File: src/rtl/uart_sram_loader.sv
// Framed UART byte stream -> sequential SRAM word writes, one status byte back per frame.
// Define UART_SRAM_LOADER_CKSUM_EN to require and verify a trailing XOR checksum byte.
module uart_sram_loader #(
    parameter int         DATA_W      = 16,
    parameter int         ADDR_W      = 16,
    parameter logic [7:0] HDR_BYTE    = 8'h5A,
    parameter int         TIMEOUT_CYC = 100000
) (
    input  logic              i_clk_sys,
    input  logic              i_rst_n,
    input  logic [7:0]        i_uart_data,
    input  logic              i_uart_valid,
    output logic              o_sram_wr_en,
    output logic [ADDR_W-1:0] o_sram_addr,
    output logic [DATA_W-1:0] o_sram_wdata,
    input  logic              i_sram_wr_ready,
    output logic [7:0]        o_tx_data,
    output logic              o_tx_valid,
    input  logic              i_tx_ready,
    output logic              o_busy,
    output logic              o_frame_err
);
    localparam int AB    = (ADDR_W + 7) / 8;
    localparam int WB    = DATA_W / 8;
    localparam int AA_W  = AB * 8;
    localparam int BC_W  = $clog2((AB > WB ? AB : WB) + 2);
    localparam int GAP_W = $clog2(TIMEOUT_CYC + 1) + 1;

    localparam logic [BC_W-1:0]  AB_LAST   = BC_W'(AB - 1);
    localparam logic [BC_W-1:0]  WB_LAST   = BC_W'(WB - 1);
    localparam logic [BC_W-1:0]  LEN_LAST  = BC_W'(1);
    localparam logic [GAP_W-1:0] GAP_LIMIT = GAP_W'(TIMEOUT_CYC);

    localparam logic [2:0] S_IDLE  = 3'd0;
    localparam logic [2:0] S_ADDR  = 3'd1;
    localparam logic [2:0] S_LEN   = 3'd2;
    localparam logic [2:0] S_DATA  = 3'd3;
    localparam logic [2:0] S_DRAIN = 3'd5;
    localparam logic [2:0] S_ACK   = 3'd6;

    localparam logic [7:0] ST_OK      = 8'hA5;
    localparam logic [7:0] ST_TIMEOUT = 8'hE0;
    localparam logic [7:0] ST_OVERRUN = 8'hE1;
`ifdef UART_SRAM_LOADER_CKSUM_EN
    localparam logic [2:0] S_CKSUM    = 3'd4;
    localparam logic [2:0] S_TAIL     = S_CKSUM;
    localparam logic [7:0] ST_CKSUM   = 8'hEE;
`else
    localparam logic [2:0] S_TAIL     = S_DRAIN;
`endif

    logic [2:0]        state_q, state_d;
    logic [BC_W-1:0]   cnt_q, cnt_d;
    logic [AA_W-1:0]   addr_acc_q, addr_acc_d;
    logic [15:0]       len_q, len_d;
    logic [DATA_W-1:0] word_q, word_d;
    logic [GAP_W-1:0]  gap_q, gap_d;
    logic              wr_en_q, wr_en_d;
    logic [ADDR_W-1:0] sram_addr_q, sram_addr_d;
    logic [DATA_W-1:0] wdata_q, wdata_d;
    logic              tx_valid_q, tx_valid_d;
    logic [7:0]        status_q, status_d;
    logic              busy_q, busy_d;
    logic              err_q, err_d;
`ifdef UART_SRAM_LOADER_CKSUM_EN
    logic [7:0]        cksum_q, cksum_d;
`endif

    logic [DATA_W-1:0] word_sh;
    logic [AA_W-1:0]   addr_sh;
    logic [15:0]       len_sh;
    logic              timed;
    logic              timeout;

    assign word_sh = (word_q << 8) | DATA_W'(i_uart_data);
    assign addr_sh = (addr_acc_q << 8) | AA_W'(i_uart_data);
    assign len_sh  = (len_q << 8) | 16'(i_uart_data);

    always_comb begin
        timed = (state_q == S_ADDR) || (state_q == S_LEN) || (state_q == S_DATA);
`ifdef UART_SRAM_LOADER_CKSUM_EN
        timed = timed || (state_q == S_CKSUM);
`endif
    end

    // A byte arriving in the expiry cycle wins over the timeout.
    assign timeout = timed && !i_uart_valid && (gap_q >= GAP_LIMIT);

    always_comb begin
        state_d     = state_q;
        cnt_d       = cnt_q;
        addr_acc_d  = addr_acc_q;
        len_d       = len_q;
        word_d      = word_q;
        wr_en_d     = wr_en_q && !i_sram_wr_ready;
        sram_addr_d = sram_addr_q;
        wdata_d     = wdata_q;
        tx_valid_d  = tx_valid_q;
        status_d    = status_q;
        err_d       = 1'b0;

        if (!timed || i_uart_valid) begin
            gap_d = '0;
        end else if (gap_q < GAP_LIMIT) begin
            gap_d = gap_q + GAP_W'(1);
        end else begin
            gap_d = gap_q;
        end

`ifdef UART_SRAM_LOADER_CKSUM_EN
        if (state_q == S_IDLE) begin
            cksum_d = '0;
        end else if (timed && i_uart_valid) begin
            cksum_d = cksum_q ^ i_uart_data;
        end else begin
            cksum_d = cksum_q;
        end
`endif

        case (state_q)
            S_IDLE: begin
                if (i_uart_valid && i_uart_data == HDR_BYTE) begin
                    state_d  = S_ADDR;
                    cnt_d    = '0;
                    status_d = ST_OK;
                end
            end
            S_ADDR: begin
                if (i_uart_valid) begin
                    addr_acc_d = addr_sh;
                    if (cnt_q == AB_LAST) begin
                        state_d = S_LEN;
                        cnt_d   = '0;
                    end else begin
                        cnt_d = cnt_q + BC_W'(1);
                    end
                end
            end
            S_LEN: begin
                if (i_uart_valid) begin
                    len_d = len_sh;
                    if (cnt_q == LEN_LAST) begin
                        cnt_d   = '0;
                        state_d = (len_sh == 16'd0) ? S_TAIL : S_DATA;
                    end else begin
                        cnt_d = cnt_q + BC_W'(1);
                    end
                end
            end
            S_DATA: begin
                if (i_uart_valid) begin
                    if (cnt_q != WB_LAST) begin
                        word_d = word_sh;
                        cnt_d  = cnt_q + BC_W'(1);
                    end else if (wr_en_q && !i_sram_wr_ready) begin
                        // Holding register still occupied: drop this word and abort.
                        cnt_d    = '0;
                        state_d  = S_DRAIN;
                        status_d = ST_OVERRUN;
                        err_d    = 1'b1;
                    end else begin
                        cnt_d       = '0;
                        wr_en_d     = 1'b1;
                        sram_addr_d = addr_acc_q[ADDR_W-1:0];
                        wdata_d     = word_sh;
                        addr_acc_d  = addr_acc_q + AA_W'(1);
                        len_d       = len_q - 16'd1;
                        if (len_q == 16'd1) begin
                            state_d = S_TAIL;
                        end
                    end
                end
            end
`ifdef UART_SRAM_LOADER_CKSUM_EN
            S_CKSUM: begin
                if (i_uart_valid) begin
                    state_d = S_DRAIN;
                    if (i_uart_data != cksum_q) begin
                        status_d = ST_CKSUM;
                        err_d    = 1'b1;
                    end
                end
            end
`endif
            S_DRAIN: begin
                if (!wr_en_q || i_sram_wr_ready) begin
                    state_d    = S_ACK;
                    tx_valid_d = 1'b1;
                end
            end
            S_ACK: begin
                if (i_tx_ready) begin
                    state_d    = S_IDLE;
                    tx_valid_d = 1'b0;
                end
            end
            default: state_d = S_IDLE;
        endcase

        if (timeout) begin
            state_d  = S_DRAIN;
            status_d = ST_TIMEOUT;
            err_d    = 1'b1;
        end

        busy_d = (state_d != S_IDLE);
    end

    always_ff @(posedge i_clk_sys or negedge i_rst_n) begin
        if (!i_rst_n) begin
            state_q     <= S_IDLE;
            cnt_q       <= '0;
            addr_acc_q  <= '0;
            len_q       <= '0;
            word_q      <= '0;
            gap_q       <= '0;
            wr_en_q     <= 1'b0;
            sram_addr_q <= '0;
            wdata_q     <= '0;
            tx_valid_q  <= 1'b0;
            status_q    <= '0;
            busy_q      <= 1'b0;
            err_q       <= 1'b0;
`ifdef UART_SRAM_LOADER_CKSUM_EN
            cksum_q     <= '0;
`endif
        end else begin
            state_q     <= state_d;
            cnt_q       <= cnt_d;
            addr_acc_q  <= addr_acc_d;
            len_q       <= len_d;
            word_q      <= word_d;
            gap_q       <= gap_d;
            wr_en_q     <= wr_en_d;
            sram_addr_q <= sram_addr_d;
            wdata_q     <= wdata_d;
            tx_valid_q  <= tx_valid_d;
            status_q    <= status_d;
            busy_q      <= busy_d;
            err_q       <= err_d;
`ifdef UART_SRAM_LOADER_CKSUM_EN
            cksum_q     <= cksum_d;
`endif
        end
    end

    assign o_sram_wr_en = wr_en_q;
    assign o_sram_addr  = sram_addr_q;
    assign o_sram_wdata = wdata_q;
    assign o_tx_data    = status_q;
    assign o_tx_valid   = tx_valid_q;
    assign o_busy       = busy_q;
    assign o_frame_err  = err_q;

endmodule
File: config.mk
export PLATFORM = sky130hd
export DESIGN_NAME = uart_sram_loader
export DESIGN_NICKNAME = d
export VERILOG_FILES = /design/src/rtl/uart_sram_loader.sv
export SDC_FILE = /design/constraint.sdc
export NUM_CORES = 1
export LEC_CHECK = 0
export BUFFER_PORTS_ARGS = -buffer_cell sky130_fd_sc_hd__buf_2
export CAP_MARGIN = 10
export CORE_MARGIN = 5
export CORE_UTILIZATION = 59
export CTS_CLUSTER_DIAMETER = 50
export DETAILED_ROUTE_END_ITERATION = 8
export PLACE_DENSITY = 0.83
export SKIP_CTS_REPAIR_TIMING = 1
export SLEW_MARGIN = 20
export SYNTH_ARGS = -nofsm -noshare
export SYNTH_HDL_FRONTEND = slang
export SYNTH_SLANG_ARGS = --single-unit
File: constraint.sdc
create_clock -name i_clk_sys -period 2.99 [get_ports i_clk_sys]
set_clock_uncertainty 0.15 [all_clocks]
set_input_delay 0.1495 -clock i_clk_sys [delete_from_list [all_inputs] [get_ports i_clk_sys]]
set_output_delay 0.1495 -clock i_clk_sys [all_outputs]
set_load 0.1 [all_outputs]
==> results_tabular.tex, run 1 <==
\begin{tabular}{lr}
\hline
Metric & Value \\
\hline
\multicolumn{2}{l}{\textbf{Run status}} \\
\quad Outcome & complete, no violations \\
\multicolumn{2}{l}{\textbf{Routing}} \\
\quad Post-route DRC violation count & 0 \\
\quad First DRT Iteration DRCs & 440 \\
\quad Total vias in the final route & between 4k and 5k \\
\quad Routed via count divided by cell count & 6.43 \\
\quad Antenna Nets Post-Route & 0 \\
\quad Routed WL per cell & between 15 and 20 µm \\
\quad Number of optimization iterations in the first detailed-route pass & 5 \\
\quad WL final & around 12 mm \\
\multicolumn{2}{l}{\textbf{Floorplan}} \\
\quad Vertical extent of the die & roughly 100 µm \\
\quad Num rows & 34 \\
\quad Chip width & between 100 and 150 µm \\
\quad Ports placed on the boundary & 57 \\
\quad Initial standard-cell utilization of the core & 0.603 \\
\quad Die ar. & $\sim$0.011 mm² \\
\quad Area of the core & roughly 0.0087 mm² \\
\multicolumn{2}{l}{\textbf{Setup path}} \\
\quad Signal arrival time at the worst endpoint & roughly 2600 ps \\
\quad Critical path peak fanout & 6 \\
\quad Category of the worst setup path capture point & flop \\
\quad Worst Setup Path Type & flop to flop \\
\quad Crit path required time & a little over 3000 ps \\
\quad Kind of launch point of the worst setup path & flop \\
\quad Setup slack of the worst register-to-register path & slightly above 500 ps \\
\multicolumn{2}{l}{\textbf{STA}} \\
\quad Min cycle time layout & around 2500 ps \\
\quad Post-route fraction of the period consumed by the critical path & 0.827 \\
\quad Worst Setup Slack, final & 516 ps \\
\quad Total negative slack for setup checks & 0 ps \\
\quad Max-slew headroom & 0.489 \\
\quad Max-slew violations & 0 \\
\quad Setup repair after global routing missed its margin & no \\
\quad Count of endpoints failing setup in the final report & 0 \\
\quad Fmax achieved & a little over 400 MHz \\
\quad Final number of hold-violating endpoints & 0 \\
\quad Actual transition at the worst max-transition pin & $\sim$760 ps \\
\multicolumn{2}{l}{\textbf{Layout}} \\
\quad Antenna diode count & 0 \\
\quad Most common cell after layout, fill and taps aside & dfrtp\_1 \\
\quad Non-filler cells, final & just under 700 \\
\quad Fraction of final layout cells with drive strength greater than 1 & 0.152 \\
\quad Area Growth Syn to Fin & 11.3\% \\
\quad Area of all placed cells without fillers & $\sim$0.0059 mm² \\
\quad Final net count & 594 \\
\quad FILL cells & around 650 \\
\quad Most used cells in the layout excluding fill and tap cells & 103 x dfrtp\_1, 52 x buf\_2, 46 x a21oi\_1, 41 x mux2\_1, 38 x nand2\_1 \\
\multicolumn{2}{l}{\textbf{Placed design}} \\
\quad Port-buffer cells & 53 \\
\quad Routability congestion estimate from global placement & 0.903 \\
\quad Cell total after placement & around 660 \\
\quad Worst slack at placement & around 580 ps \\
\quad Standard cell area after detailed placement & roughly 0.0056 mm² \\
\quad DPL Wire Length & between 8 and 9 mm \\
\multicolumn{2}{l}{\textbf{Global routing}} \\
\quad Wire length of the first global-routing pass & $\sim$21 mm \\
\quad Pin count of the biggest net entering global routing & 81 \\
\quad Total grt overflow & 0 \\
\quad GR Util All Layers & 0.233 \\
\quad Number of global-route vias before repair & around 4.4k \\
\quad Number of antenna violations at the first check in global routing & 0 \\
\multicolumn{2}{l}{\textbf{Clock network}} \\
\quad Htree depth & 3 \\
\quad Clock insertion delay at the later pin of the skew report & between 300 and 400 ps \\
\quad Clock-pin slew on the worst setup and hold paths & 110 ps \\
\quad Number of clock sinks seen by CTS & 103 \\
\quad CTS Buf Count & 9 \\
\quad Deepest clock path buffer count & 2 \\
\quad Buffer cell driving the clock tree root & clkbuf\_8 \\
\quad Clock tree from TritonCTS & built \\
\multicolumn{2}{l}{\textbf{Synth}} \\
\quad Post-synth cell types & 54 \\
\quad Count of synthesis-stage warnings from yosys & 0 \\
\quad Part of the Yosys area used for sequential elements & 0.490 \\
\quad Area of the mapped netlist & 0.00526 mm² \\
\quad Mapped Avg Cell Area & between 10 and 15 µm² \\
\quad Synthesized netlist cell count & approximately 530 \\
\quad Async set-reset flop share out of synthesis & 1.00 \\
\quad Synthesis-stage register bit count & 103 \\
\quad Number of enable flip-flop cells after synthesis & 0 \\
\quad Synth Flop Type & dfrtp\_1 \\
\multicolumn{2}{l}{\textbf{Hold path}} \\
\quad Worst Hold Class & input port to flop \\
\multicolumn{2}{l}{\textbf{Power and ir drop}} \\
\quad Ratio of total power to cell area & between 700 and 800 mW/mm² \\
\quad Final Power & about 4.6 mW \\
\quad Static Leakage & approximately 2.7 nW \\
\quad Max VDD drop & 0.000490 V \\
\multicolumn{2}{l}{\textbf{Flow run}} \\
\quad Max-cap violations & 0 \\
\hline
\end{tabular}
-- metal layers --
layer / GRT usage / share of wire / vias to the layer above
li1: - / - / 2042
met1: 0.300 / 0.41 / 2197
met2: 0.386 / 0.51 / 167
met3: 0.0621 / 0.064 / 21
met4: 0.0666 / 0.014 / 0
met5: 0 / 0 / -
-- metrics by stage --
| stage | util | hold slack [ps] |
|---|---|---|
| floorplan | - | -296 |
| finish | 0.672 | 34.6 |
| detailed placement | 0.640 | 237 |
| global placement | 0.640 | 220 |
| global route | 0.672 | 24.2 |
| CTS | 0.661 | -177 |
-- cells by family after synthesis --
kind of cell    share of synthesized area
buf+inv                            0.0418
xor+xnor                          0.00166
mux                                0.0991
other cells                      0.000713
simple gates                        0.176
compound gates                      0.176
fa+ha+maj                          0.0143
flops                               0.490
-- worst max-delay path, stage by stage (launching register included) --
cell and delay [ps]:
dfrtp_1 450, inv_1 130, ha_1 220, or4b_4 490, or4_4 480, nor2_4 150, a22oi_1 80, o22a_1 200
-- state kept, by name (all words and copies together), names as in the netlist --
| signal | count |
|---|---|
| gap_q | 18 |
| addr_acc_q | 16 |
| len_q | 16 |
| o_sram_addr | 16 |
| o_sram_wdata | 16 |
| word_q | 8 |
| o_tx_data | 4 |
| state_q | 3 |
| cnt_q | 2 |
| o_busy | 1 |
| o_frame_err | 1 |
| o_sram_wr_en | 1 |
| o_tx_valid | 1 |
-- cell type report --
type | count | area (µm²) | area share
well taps | 108 | 135 | 0.0231
multi-input cells | 379 | 2480 | 0.423
flip-flops and latches | 103 | 2580 | 0.440
clock inverters | 6 | 60.1 | 0.0102
inverters | 9 | 33.8 | 0.00577
repair buffers | 73 | 444 | 0.0758
clock buffers | 10 | 128 | 0.0218
-- path summary, 6_finish.rpt --
kind | cells past startpoint | from | endpoint
worst max-delay path | 7 | len_q[0] | len_q[8]
worst min-delay path | 3 | i_uart_data[6] | addr_acc_q[6]
min in group asynchronous | 2 | i_rst_n | gap_q[14]
max in group asynchronous | 3 | i_rst_n | addr_acc_q[2]
worst min register to register | 1 | word_q[2] | o_sram_wdata[10]
worst max register to register | 7 | len_q[0] | len_q[8]
-- Yosys cell counts (7+ instances only) --
library cell / count / area, µm²
nor4_1: 11 / 68.8
mux2_1: 41 / 462
o21ai_1: 30 / 150
a2bb2oi_1: 8 / 70.1
o21ai_0: 10 / 50.1
clkbuf_1: 18 / 67.6
nor2_1: 28 / 105
buf_4: 7 / 52.6
dfrtp_1: 103 / 2580
buf_2: 7 / 35.0
o31ai_1: 8 / 60.1
or4_1: 8 / 60.1
nand3_1: 23 / 115
nand4_1: 8 / 50.1
or3_1: 9 / 56.3
a21oi_1: 46 / 230
nor3_1: 14 / 70.1
inv_1: 9 / 33.8
nand2_1: 38 / 143
-- power by group --
group          internal (mW)  switching, mW  total (mW)
clock network          0.323          0.531       0.853
registers               1.70          0.426        2.13
logic                  0.543           1.08        1.62
total                   2.57           2.03        4.60
Power figures use the tool's default switching activity.
==> run 2, diff against run 1 <==
Settings changed: ABC_AREA set to 1.
Clock period 2.99 ns to 2.3 ns, I/O delays scaled along.
==> results_tabular.tex, run 2 <==
\begin{tabular}{lr}
\hline
Metric & Value \\
\hline
\multicolumn{2}{l}{\textbf{Floorplan}} \\
\quad Die ar. & 0.0114 mm² (+4.1\%) \\
\quad Vertical extent of the die & 107 µm (+2.0\%) \\
\quad Ports placed on the boundary & 57 (unchanged) \\
\quad Chip width & 107 µm (+2.0\%) \\
\quad Initial standard-cell utilization of the core & 0.601 (-0.00235) \\
\quad Area of the core & 0.00915 mm² (+4.9\%) \\
\quad Num rows & 35 (+2.9\%) \\
\multicolumn{2}{l}{\textbf{Global routing}} \\
\quad Pin count of the biggest net entering global routing & 54 (-33\%) \\
\quad GR Util All Layers & 0.236 (+0.00359) \\
\quad Number of antenna violations at the first check in global routing & 0 (unchanged) \\
\quad Total grt overflow & 0 (unchanged) \\
\quad Wire length of the first global-routing pass & 22.0 mm (+3.0\%) \\
\quad Number of global-route vias before repair & 4716 (+8.1\%) \\
\multicolumn{2}{l}{\textbf{Synth}} \\
\quad Count of synthesis-stage warnings from yosys & 0 (unchanged) \\
\quad Top cell type's share of synthesized area & 0.469 (-0.0213) \\
\quad Async set-reset flop share out of synthesis & 1.00 (unchanged) \\
\quad Synth Flop Type & dfrtp\_1 \\
\quad Synthesized netlist cell count & 695 (+32\%) \\
\quad Number of enable flip-flop cells after synthesis & 0 (unchanged) \\
\quad Largest area contributor in the netlist & dfrtp\_1 \\
\quad Most repeated cell in the gate-level netlist after synthesis & nand2\_1 \\
\quad Area of the mapped netlist & 0.00550 mm² (+4.5\%) \\
\quad Top area cells in the synthesized netlist & dfrtp\_1 47\%, nand2\_1 10\%, nor2\_1 5.4\% \\
\quad Post-synth cell types & 40 (-26\%) \\
\quad Top post-synthesis cells by count & 152 x nand2\_1, 103 x dfrtp\_1, 79 x nor2\_1 \\
\quad Mapped Avg Cell Area & 7.92 µm² (-21\%) \\
\quad Synthesis-stage register bit count & 103 (unchanged) \\
\quad Part of the Yosys area used for sequential elements & 0.469 (-0.0213) \\
\multicolumn{2}{l}{\textbf{Flow run}} \\
\quad Max-cap violations & 0 (unchanged) \\
\multicolumn{2}{l}{\textbf{Clock network}} \\
\quad Clock-pin slew on the worst setup and hold paths & 100 ps (about the same) \\
\quad CTS Buf Count & 9 (unchanged) \\
\quad Deepest clock path buffer count & 2 (unchanged) \\
\quad Clock tree from TritonCTS & built \\
\quad Number of clock sinks seen by CTS & 103 (unchanged) \\
\quad Clock insertion delay at the later pin of the skew report & 400 ps (+30 ps) \\
\quad Htree depth & 3 (unchanged) \\
\quad Buffer cell driving the clock tree root & clkbuf\_8 \\
\multicolumn{2}{l}{\textbf{STA}} \\
\quad Final number of hold-violating endpoints & 3 (+3) \\
\quad Fin Hold WS & -10.3 ps (-44.8 ps) \\
\quad Min cycle time layout & 2100 ps (-374 ps) \\
\quad Setup repair after global routing missed its margin & no \\
\quad Post-route fraction of the period consumed by the critical path & 0.913 (+0.0857) \\
\quad Max-slew headroom & 0.667 (+0.179) \\
\quad Fmax achieved & 476 MHz (+18\%) \\
\quad Total negative slack for setup checks & 0 ps (unchanged) \\
\quad Count of endpoints failing setup in the final report & 0 (unchanged) \\
\quad Max-slew violations & 0 (unchanged) \\
\quad Actual transition at the worst max-transition pin & 496 ps (-266 ps) \\
\multicolumn{2}{l}{\textbf{Setup path}} \\
\quad Critical path peak fanout & 19 (+13) \\
\quad Highest-delay cell along the critical path & dfrtp\_1 \\
\quad Signal arrival time at the worst endpoint & 2220 ps (-360 ps) \\
\quad CP cell instances & inv\_2 > nor2\_4 > nand2\_4 > nor2\_2 > nor2\_1 > nand2\_1 > buf\_4 > o21ai\_0 > o21ai\_0 > nand2\_1 \\
\quad Crit path required time & 2420 ps (-680 ps) \\
\quad Buffering stage count on the worst path with inverters included & 2 (+1) \\
\quad Maximum cell stage delay along the critical path & 450 ps (-40 ps) \\
\quad Kind of launch point of the worst setup path & flop \\
\quad Worst Setup Path Type & flop to flop \\
\quad Category of the worst setup path capture point & flop \\
\quad Gate family responsible for the most delay along the worst path & simple AND/OR/NAND/NOR gates \\
\multicolumn{2}{l}{\textbf{Layout}} \\
\quad Most used cells in the layout excluding fill and tap cells & 151 x nand2\_1, 103 x dfrtp\_1, 79 x nor2\_1, 78 x inv\_1, 54 x o21ai\_0 \\
\quad Most common cell after layout, fill and taps aside & nand2\_1 \\
\quad Number of flip-flops under the largest register name & 18 (unchanged) \\
\quad Area Growth Syn to Fin & 11.1\% \\
\quad Fraction of final layout cells with drive strength greater than 1 & 0.131 (-0.0203) \\
\quad Area of all placed cells without fillers & 0.00611 mm² (+4.4\%) \\
\quad Final net count & 775 (+30\%) \\
\quad Antenna diode count & 0 (unchanged) \\
\quad Register with the most flip-flops & gap\_q \\
\multicolumn{2}{l}{\textbf{Routing}} \\
\quad Routed via count divided by cell count & 5.70 (-11\%) \\
\quad Total vias in the final route & 4970 (+12\%) \\
\quad First DRT Iteration DRCs & 352 (-20\%) \\
\quad Routed WL per cell & 15.1 µm (-16\%) \\
\quad Antenna Nets Post-Route & 0 (unchanged) \\
\quad WL final & 13.2 mm (+5.9\%) \\
\quad Number of optimization iterations in the first detailed-route pass & 5 (unchanged) \\
\quad Post-route DRC violation count & 0 (unchanged) \\
\multicolumn{2}{l}{\textbf{Power and ir drop}} \\
\quad Max VDD drop & 0.000930 V (+90\%) \\
\quad Ratio of total power to cell area & 1420 mW/mm² (+81\%) \\
\quad Static Leakage & 3.01 nW (+12\%) \\
\multicolumn{2}{l}{\textbf{Placed design}} \\
\quad Standard cell area after detailed placement & 0.00581 mm² (+4.2\%) \\
\quad Routability congestion estimate from global placement & 0.952 (+5.4\%) \\
\quad Port-buffer cells & 53 (unchanged) \\
\quad DPL Wire Length & 9.56 mm (+16\%) \\
\multicolumn{2}{l}{\textbf{Run status}} \\
\quad Outcome & finished, violations left \\
\quad Failing checks & negative hold slack \\
\multicolumn{2}{l}{\textbf{Hold path}} \\
\quad Worst Hold Class & input port to flop \\
\hline
\end{tabular}
[run 2: layout make-up]
type                       count  area, µm²
multi-input combinational    489       2440
fill                         759       3040
timing repair buffer          73        470
tap                          111        139
clock buffer                   9        124
sequential                   103       2580
inverter                      80        300
clock inverter                 7       61.3
[run 2: stage by stage]
step / hold WS (ps) / utilization / std cells / worst slack (ps) / total power [mW]
2_1_floorplan: -331 / - / 697 / 85.3 / 6.65
3_3_place_gp: -111 / 0.635 / 845 / 271 / 7.45
3_5_place_dp: -109 / 0.635 / 845 / 177 / 7.54
4_1_cts: -535 / 0.655 / 861 / 160 / 8.66
5_1_grt: 14.0 / 0.668 / 872 / 36.2 / 9.21
6_report: -10.3 / 0.668 / 872 / 200 / 8.70
[run 2: worst reg2reg max path, stage by stage, from the launching register on]
cell and delay [ps]:
dfrtp_1 450, inv_2 110, nor2_4 170, nand2_4 150, nor2_2 200, nor2_1 90
nand2_1 110, buf_4 230, o21ai_0 140, o21ai_0 120, nand2_1 80
[run 2: path summary, 6_finish.rpt]
kind                       slack (ps)       startpoint  cells after the start               to
setup / recovery                  200       state_q[0]                     10        len_q[11]
hold / removal                    -10  i_sram_wr_ready                      4     o_sram_wr_en
setup reg to reg                  200       state_q[0]                     10        len_q[11]
hold reg to reg                   330     o_tx_data[6]                      2     o_tx_data[6]
max in group asynchronous        1330          i_rst_n                      3        len_q[10]
min in group asynchronous           0          i_rst_n                      2  o_sram_addr[15]
[run 2: layer usage]
layer | routed length (µm) | vias to the layer above | global-route usage
met5 | 0 | - | 0
met4 | 349 | 0 | 0.0840
met3 | 815 | 44 | 0.0540
met2 | 6300 | 193 | 0.385
met1 | 5710 | 2334 | 0.310
li1 | - | 2399 | -
[run 2: cell families (layout without fill, tap and decap cells)]
group,after synthesis,count (layout),share of synthesized area
AOI/OAI and AO/OA,141,141,0.134
muxes,8,8,0.0218
adders and majority gates,6,6,0.0136
DFF,103,103,0.469
and+or+nand+nor,320,320,0.253
buffers and inverters,105,169,0.0903
other,1,3,0.000682
xor gates and xnor gates,11,11,0.0175
[run 2: power by group]
part	switching [mW]	internal, mW	leakage, nW
sequential	0.505	2.45	1.31
clock	0.707	0.419	0.0945
combinational	3.64	0.981	1.61
==> run 3, diff against run 2 <==
Settings changed: ABC_AREA 1 to not set.
==> results_tabular.tex, run 3 (synthesis results as in run 1) <==
\begin{tabular}{lr}
\hline
Metric & Value \\
\hline
\multicolumn{2}{l}{\textbf{Setup path}} \\
\quad Maximum cell stage delay along the critical path & 480 ps (+30 ps) \\
\quad Category of the worst setup path capture point & flop \\
\quad Worst Setup Path Type & flop to flop \\
\quad Signal arrival time at the worst endpoint & 2400 ps (+180 ps) \\
\quad Kind of launch point of the worst setup path & flop \\
\quad Crit path required time & 2420 ps (about the same) \\
\quad Highest-delay cell along the critical path & or4\_4 \\
\quad Critical path peak fanout & 5 (-14) \\
\quad CP cell instances & inv\_2 > ha\_4 > or4b\_4 > or4\_4 > nor2\_4 > a32oi\_1 > o2bb2ai\_1 \\
\multicolumn{2}{l}{\textbf{STA}} \\
\quad Final number of hold-violating endpoints & 0 (-3) \\
\quad Post-route fraction of the period consumed by the critical path & 0.990 (+0.0764) \\
\quad Actual transition at the worst max-transition pin & 633 ps (+137 ps) \\
\quad Max-slew headroom & 0.577 (-0.0901) \\
\quad Total negative slack for setup checks & 0 ps (unchanged) \\
\quad Worst Setup Slack, final & 24.1 ps (-176 ps) \\
\quad Count of endpoints failing setup in the final report & 0 (unchanged) \\
\quad Fin Hold WS & 83.4 ps (+93.6 ps) \\
\quad Fmax achieved & 439 MHz (-7.7\%) \\
\quad Max-slew violations & 0 (unchanged) \\
\quad Setup repair after global routing missed its margin & yes \\
\quad Min cycle time layout & 2280 ps (+176 ps) \\
\multicolumn{2}{l}{\textbf{Placed design}} \\
\quad Standard cell area after detailed placement & 0.00575 mm² (-1.1\%) \\
\quad DPL Wire Length & 8.25 mm (-14\%) \\
\quad Routability congestion estimate from global placement & 0.878 (-7.8\%) \\
\quad Worst slack at placement & 73.8 ps (-103 ps) \\
\quad Cell total after placement & 679 (-20\%) \\
\quad Port-buffer cells & 53 (unchanged) \\
\multicolumn{2}{l}{\textbf{Global routing}} \\
\quad Total grt overflow & 0 (unchanged) \\
\quad Number of global-route vias before repair & 4379 (-7.1\%) \\
\quad GR Util All Layers & 0.231 (-0.00585) \\
\quad Pin count of the biggest net entering global routing & 61 (+13\%) \\
\quad Number of antenna violations at the first check in global routing & 0 (unchanged) \\
\quad Wire length of the first global-routing pass & 21.1 mm (-3.9\%) \\
\multicolumn{2}{l}{\textbf{Layout}} \\
\quad Final net count & 614 (-21\%) \\
\quad Area Growth Syn to Fin & 15.8\% \\
\quad Fraction of final layout cells with drive strength greater than 1 & 0.190 (+0.0586) \\
\quad Area of all placed cells without fillers & 0.00610 mm² (-0.31\%) \\
\quad Share of the core filled with cells in the final layout & 0.699 (+0.0309) \\
\quad Most common cell after layout, fill and taps aside & dfrtp\_1 \\
\quad Non-filler cells, final & 708 (-19\%) \\
\quad Most used cells in the layout excluding fill and tap cells & 102 x dfrtp\_1, 52 x buf\_2, 46 x a21oi\_1, 41 x mux2\_1, 38 x nand2\_1 \\
\quad Number of flip-flops under the largest register name & 18 (unchanged) \\
\quad Antenna diode count & 0 (unchanged) \\
\quad FILL cells & 609 (-20\%) \\
\quad Register with the most flip-flops & gap\_q \\
\multicolumn{2}{l}{\textbf{Routing}} \\
\quad WL final & 12.8 mm (-2.9\%) \\
\quad Total vias in the final route & 4539 (-8.7\%) \\
\quad Antenna Nets Post-Route & 0 (unchanged) \\
\quad Routed via count divided by cell count & 6.41 (+12\%) \\
\quad First DRT Iteration DRCs & 437 (+24\%) \\
\quad Post-route DRC violation count & 0 (unchanged) \\
\quad Number of optimization iterations in the first detailed-route pass & 6 (+1) \\
\quad Routed WL per cell & 18.1 µm (+20\%) \\
\multicolumn{2}{l}{\textbf{Floorplan}} \\
\quad Ports placed on the boundary & 57 (unchanged) \\
\quad Initial standard-cell utilization of the core & 0.603 (+0.00235) \\
\quad Vertical extent of the die & 104 µm (-2.0\%) \\
\quad Chip width & 104 µm (-2.0\%) \\
\quad Area of the core & 0.00872 mm² (-4.7\%) \\
\quad Num rows & 34 (-2.9\%) \\
\quad Die ar. & 0.0109 mm² (-3.9\%) \\
\multicolumn{2}{l}{\textbf{Clock network}} \\
\quad Clock-pin slew on the worst setup and hold paths & 110 ps (about the same) \\
\quad Deepest clock path buffer count & 2 (unchanged) \\
\quad Htree depth & 3 (unchanged) \\
\quad Clock tree from TritonCTS & built \\
\quad CTS Buf Count & 9 (unchanged) \\
\quad Buffer cell driving the clock tree root & clkbuf\_8 \\
\quad Clock insertion delay at the later pin of the skew report & 380 ps (-20 ps) \\
\quad Number of clock sinks seen by CTS & 103 (unchanged) \\
\multicolumn{2}{l}{\textbf{Power and ir drop}} \\
\quad Ratio of total power to cell area & 1020 mW/mm² (-28\%) \\
\quad Final Power & 6.23 mW (-28\%) \\
\quad Max VDD drop & 0.000780 V (-16\%) \\
\quad Static Leakage & 2.80 nW (-6.9\%) \\
\multicolumn{2}{l}{\textbf{Flow run}} \\
\quad Max-cap violations & 0 (unchanged) \\
\multicolumn{2}{l}{\textbf{Hold path}} \\
\quad Worst Hold Class & input port to flop \\
\multicolumn{2}{l}{\textbf{Run status}} \\
\quad Outcome & complete, no violations \\
\hline
\end{tabular}
run 3: changes by cell type in the layout (fill, tap and decap cells not counted), moves of 11 or more:
cell | previous run | this run
mux2_1 | 0 | 41
nand3_1 | 35 | 23
buf_4 | 8 | 26
a21oi_1 | 29 | 46
nand2_1 | 151 | 38
inv_1 | 78 | 7
o21ai_1 | 41 | 30
nor2_1 | 79 | 27
o21ai_0 | 54 | 10
run 3: final cells by class:
type | instances | area, µm² | share of cell area
Clock buffer | 10 | 128 | 0.0209
Inverter | 9 | 33.8 | 0.00554
Sequential cell | 103 | 2580 | 0.423
Tap cell | 108 | 135 | 0.0222
Multi-Input combinational cell | 379 | 2520 | 0.413
Clock inverter | 6 | 56.3 | 0.00924
Timing Repair Buffer | 93 | 646 | 0.106
run 3: critical path: cells and delay by family, from the launching register on:
| family | cells | cell delay [ps] |
|---|---|---|
| AOI/OAI and AO/OA | 2 | 280 |
| adders and majority gates | 1 | 120 |
| buffers and inverters | 1 | 90 |
| DFF | 1 | 420 |
| and+or+nand+nor | 3 | 1120 |
run 3: layer usage:
metal  wire length, µm  share of wire  GRT usage  vias up
met5                 0              0          0        -
met4               351          0.027     0.0759        0
met3               788          0.062     0.0577       40
met2              6290           0.49      0.370      193
met1              5360           0.42      0.307     2218
li1                  -              -          -     2088
run 3: path summary, 6_finish.rpt:
path	from	end	slack, ps	cells after the start
max in group asynchronous	i_rst_n	len_q[12]	1170	3
worst max-delay path	len_q[1]	len_q[12]	20	7
worst min register to register	word_q[2]	o_sram_wdata[10]	340	1
worst max register to register	len_q[1]	len_q[12]	20	7
min in group asynchronous	i_rst_n	gap_q[14]	110	2
worst min-delay path	i_uart_valid	cnt_q[0]	80	3
run 3: power by group:
group	leakage, nW	internal [mW]	switching [mW]	total [mW]
Sequential	1.37	2.21	0.532	2.75
Clock	0.0876	0.413	0.674	1.09
Combinational	1.34	0.881	1.52	2.40
